[src/rtl/bcd_display_formatter.sv]
// Binary to BCD display formatter.
// Converts an unsigned binary value into NUM_DIGITS packed BCD digits using
// sequential shift-and-add-3 (double dabble), one input bit per clock, MSB
// first. The decimal-point mask travels alongside the value. Results that do
// not fit in NUM_DIGITS digits are shown modulo 10^NUM_DIGITS with overflow set.
// data/pointEnable/overflow only change on the commit cycle, so a display can
// sample them continuously.
module bcd_display_formatter #(
    parameter int INPUT_WIDTH = 27,
    parameter int NUM_DIGITS  = 8
) (
    input  logic                      clock,
    input  logic                      resetN,
    input  logic [INPUT_WIDTH-1:0]    value,
    input  logic [NUM_DIGITS-1:0]     pointIn,
    input  logic                      inValid,
    output logic                      inReady,
    output logic [NUM_DIGITS*4-1:0]   data,
    output logic [NUM_DIGITS-1:0]     pointEnable,
    output logic                      overflow,
    output logic                      done
);

    localparam int BCD_W = NUM_DIGITS * 4;
    localparam int CNT_W = $clog2(INPUT_WIDTH + 1);

    typedef enum logic [1:0] {
        IDLE,
        CONVERT,
        COMMIT
    } state_t;

    state_t                  state;
    logic [INPUT_WIDTH-1:0]  shiftReg;
    logic [BCD_W-1:0]        workBcd;
    logic [BCD_W-1:0]        adjustedBcd;
    logic [NUM_DIGITS-1:0]   workPoint;
    logic                    carryFlag;
    logic [CNT_W-1:0]        bitCount;

    // Add-3 correction: any digit that would reach 10 or more after the
    // coming doubling is pre-biased so the shift carries into the next digit.
    genvar gi;
    generate
        for (gi = 0; gi < NUM_DIGITS; gi++) begin : gen_adjust
            assign adjustedBcd[gi*4 +: 4] = (workBcd[gi*4 +: 4] >= 4'd5)
                                          ? workBcd[gi*4 +: 4] + 4'd3
                                          : workBcd[gi*4 +: 4];
        end
    endgenerate

    // The block can only take a new value while nothing is in flight.
    assign inReady = (state == IDLE);

    // Conversion sequencer: capture, shift INPUT_WIDTH times, then publish.
    always_ff @(posedge clock or negedge resetN) begin
        if (!resetN) begin
            state       <= IDLE;
            shiftReg    <= '0;
            workBcd     <= '0;
            workPoint   <= '0;
            carryFlag   <= 1'b0;
            bitCount    <= '0;
            data        <= '0;
            pointEnable <= '0;
            overflow    <= 1'b0;
            done        <= 1'b0;
        end else begin
            done <= 1'b0;
            case (state)
                IDLE: begin
                    if (inValid) begin
                        shiftReg  <= value;
                        workPoint <= pointIn;
                        workBcd   <= '0;
                        carryFlag <= 1'b0;
                        bitCount  <= CNT_W'(INPUT_WIDTH);
                        state     <= CONVERT;
                    end
                end
                CONVERT: begin
                    // Bit leaving the top digit means the value exceeds the
                    // display; remember it but keep the low digits exact.
                    workBcd   <= {adjustedBcd[BCD_W-2:0], shiftReg[INPUT_WIDTH-1]};
                    shiftReg  <= shiftReg << 1;
                    carryFlag <= carryFlag | adjustedBcd[BCD_W-1];
                    bitCount  <= bitCount - 1'b1;
                    if (bitCount == CNT_W'(1)) begin
                        state <= COMMIT;
                    end
                end
                COMMIT: begin
                    data        <= workBcd;
                    pointEnable <= workPoint;
                    overflow    <= carryFlag;
                    done        <= 1'b1;
                    state       <= IDLE;
                end
                default: begin
                    state <= IDLE;
                end
            endcase
        end
    end

endmodule

[config.mk]
export PLATFORM = sky130hd
export DESIGN_NAME = bcd_display_formatter
export DESIGN_NICKNAME = d
export VERILOG_FILES = /design/src/rtl/bcd_display_formatter.sv
export SDC_FILE = /design/constraint.sdc
export NUM_CORES = 1
export LEC_CHECK = 0
export CORE_UTILIZATION = 54
export DETAILED_ROUTE_END_ITERATION = 16
export GPL_TIMING_DRIVEN = 0
export HOLD_SLACK_MARGIN = 0.02
export PLACE_DENSITY = 0.8
export REMOVE_ABC_BUFFERS = 1
export SKIP_CTS_REPAIR_TIMING = 1
export SLEW_MARGIN = 5
export SYNTH_ARGS = -nofsm -noshare
export SYNTH_HDL_FRONTEND = slang
export SYNTH_SLANG_ARGS = --single-unit
export TNS_END_PERCENT = 30
[constraint.sdc]
create_clock -name clock -period 1.8 [get_ports clock]
set_clock_uncertainty 0.05 [all_clocks]
set_input_delay 0.18 -clock clock [delete_from_list [all_inputs] [get_ports clock]]
set_output_delay 0.18 -clock clock [all_outputs]
set_load 0.1 [all_outputs]
==> flow_metrics.py <==
metrics = {
    "routing": {
        "drtAntennaViolNets": 0,
        "viasPerCell": 5.570,
        "first_iter_violations": 164,
        "drt-total-wl_um": 11670,
        "wl_per_cell_um": 15.95,
        "drc_errors": 0,
        "firstDrtPassIters": 4,
        "vias": 4077,
    },
    "timing": {
        "max_freq_mhz": 577.8,
        "min_period_over_period": 0.9615,
        "rsz0062_at_grt": "yes",
        "slew_headroom": 0.6245,
        "hold_viol": 0,
        "post-route-min-period_ns": 1.731,
        "setup_ws_ns": 0.06932,
        "setup_viol": 0,
        "hold_ws_ns": 0.07888,
        "worstMarginPinSlew_ns": 0.5656,
        "drv_slew": 0,
    },
    "floorplanning": {
        "core_region_area_sq_um": 9371,
        "die_y_um": 101.2,
        "io_pins": 81,
        "start_util": 0.5669,
        "rows": 35,
        "die_w_um": 101.2,
        "die_area_sq_um": 10240,
    },
    "setup_path": {
        "max_stage_delay_ns": 0.50,
        "endpoint_kind": "output pin",
        "r2r-start": "workBcd[4]$_DFFE_PN0P_",
        "critPathLaunchType": "flip-flop",
        "crit_family": "flip-flops",
        "crit_path_max_fanout": 9,
        "path_class": "flip-flop to output pin",
        "r2r_slack_ns": 0.08,
        "crit_slowest_cell": "dfrtp_2",
        "worstPathArrival_ns": 1.50,
        "path_buf_inv": 1,
        "worstPathCellList": "nor2_1 > buf_4",
        "startpoint": "state[0]$_DFFE_PN0P_",
        "rr_worst_depth": 6,
        "crit_required_ns": 1.57,
        "reg2reg_to": "workBcd[6]$_DFFE_PN0P_",
    },
    "cts": {
        "clockBufferDepth": 2,
        "clk_pin_slew_ns": 0.06,
        "cts_tree": "built",
        "cts_sinks": 117,
        "cts_made_buffers": 17,
        "clkLatencyLatePin_ns": 0.51,
        "cts-root-buf": "clkbuf_8",
        "cts_max_level": 4,
    },
    "placed_design": {
        "place_hpwl_um": 6524,
        "io_buffers": 80,
        "postPlaceCellArea_sq_um": 6170,
        "pre_cts_ws_ns": -0.5525,
        "gp_congestion": 0.7764,
    },
    "yosys": {
        "synth_warnings": 0,
        "yosys_most_used_dff": "dfrtp_1",
        "synth_top_cell_by_area": "dfrtp_1",
        "synth_common_cells": "dfrtp_1 (117), nand2_1 (100), o21ai_0 (40), mux2_2 (32), nor2_1 (27)",
        "ys_ff_latch": 117,
        "synth.avg_cell_area_sq_um": 10.44,
        "syn-cell-area_sq_um": 5313,
        "synthTopCellsByArea": "dfrtp_1 (55%), nand2_1 (7.1%), mux2_2 (6.8%)",
        "synth.top_cell.area_share": 0.5511,
        "synth_cell_types": 30,
        "seq_area_frac_synth": 0.5511,
        "synth_edf_count": 0,
        "synthCells": 509,
        "yosysMostFrequentCell": "dfrtp_1",
        "async_flop_share": 1.000,
    },
    "global_route": {
        "grt.total_usage": 0.2319,
        "grt_pass1_vias": 3938,
        "grt_pass1_wl_um": 18180,
        "gr-total-overflow": 0,
        "grt_start_max_net_pins": 84,
        "antenna_found_initial": 0,
    },
    "cells_and_area": {
        "nets": 646,
        "drive_gt1_frac": 0.2239,
        "syn_to_final_growth_pct": 26.24,
        "n_antenna_cell": 0,
        "final_area_sq_um": 6706,
    },
    "pwr": {
        "max-vdd-ir-drop_mv": 0.9158,
        "leakagePower_nw": 3.114,
        "power.density_nw_per_um2": 1807,
    },
    "min_path": {
        "hold_path.class": "input pin to async pin",
    },
    "run_status": {
        "outcome": "finished, final reports clean",
    },
    "job": {
        "maxCapViolCount": 0,
    },
}
## registers in the layout (all words and copies together), names as in the netlist
register and count:
data 32, pointEnable 8, bitCount 5, workPoint 8, shiftReg 27, overflow 1, done 1, state 2
workBcd 32, carryFlag 1
## layout by cell type, fill, tap and decap left out, drive strengths merged, types with 4 or more instances in the layout
cell           instances
ha                    18
clkinvlp               7
nand2                100
buf                    9
xnor2                 10
inv                   19
nor2                  27
bufinv                 4
a21oi                  8
nand3                 25
clkdlybuf4s50         36
nand2b                12
xor2                   8
dfrtp                117
o31ai                 18
a32o                   8
a31oi                 26
clkbuf                62
mux2                  32
o21ai                 43
## routing by layer
| layer | global-route usage | share of wire | up-vias |
|---|---|---|---|
| met5 | 0 | 0 | - |
| met4 | 0.06466 | 0.0087 | 0 |
| met3 | 0.07660 | 0.054 | 7 |
| met2 | 0.3919 | 0.51 | 112 |
| met1 | 0.2860 | 0.43 | 2033 |
| li1 | - | - | 1925 |
## final cells by class
cell class                 instances  area, sq um
fill                             712         2665
clock inverter                    12        177.7
tap                              129        161.4
timing repair buffer              88        704.4
sequential                       117         2930
multi-input combinational        347         2216
clock buffer                      20        445.4
inverter                          19        71.32
## through the flow
step | setup TNS, ns | cells | power [W] | utilization
4_1_cts | -31.16 | 723 | 0.01206 | 0.7248
2_1_floorplan | -92.40 | 479 | 0.007678 | -
6_report | 0 | 732 | 0.01212 | 0.7156
3_3_place_gp | -610.67 | 688 | 0.008354 | 0.6491
3_5_place_dp | -15.85 | 691 | 0.008489 | 0.6583
5_1_grt | -0.04296 | 732 | 0.01287 | 0.7156
## power by group
| part | internal [W] | total, W | switching, W | leakage (nW) |
|---|---|---|---|---|
| Combinational | 0.00158 | 0.00440 | 0.00282 | 1.42 |
| Clock | 0.00232 | 0.00348 | 0.00117 | 0.281 |
| Sequential | 0.00351 | 0.00424 | 0.000731 | 1.42 |
| Total | 0.00740 | 0.0121 | 0.00471 | 3.11 |
## worst max-delay path by stage
stage	end	slack, ns	cells past startpoint
detailed placement	workBcd[23]$_DFFE_PN0P_	-0.55	5
global route	workBcd[6]$_DFFE_PN0P_	-0.04	6
finish	inReady	0.07	2
global placement	shiftReg[18]$_DFFE_PN0P_	-3.87	1
floorplan	workBcd[11]$_DFFE_PN0P_	-1.53	4
CTS	inReady	-0.69	2
## logic make-up (layout without fill, tap and decap cells)
group / Yosys count / count (layout) / synth area share
adder cells (fa/ha/maj): 18 / 18 / 0.04239
multiplexers: 32 / 32 / 0.06783
AND/OR/NAND/NOR: 171 / 175 / 0.1385
AO/OA/AOI/OAI: 104 / 104 / 0.1211
flip-flops: 117 / 117 / 0.5511
buffers and inverters: 49 / 139 / 0.04946
XOR/XNOR: 18 / 18 / 0.02967
## worst reg2reg max path: stages, from the launching register on
cell	delay (ns)
dfrtp_1	0.42
inv_1	0.12
ha_1	0.22
nand2b_1	0.07
a21oi_1	0.31
nor3_1	0.08
a311o_1	0.32
Power figures use the tool's default switching activity.
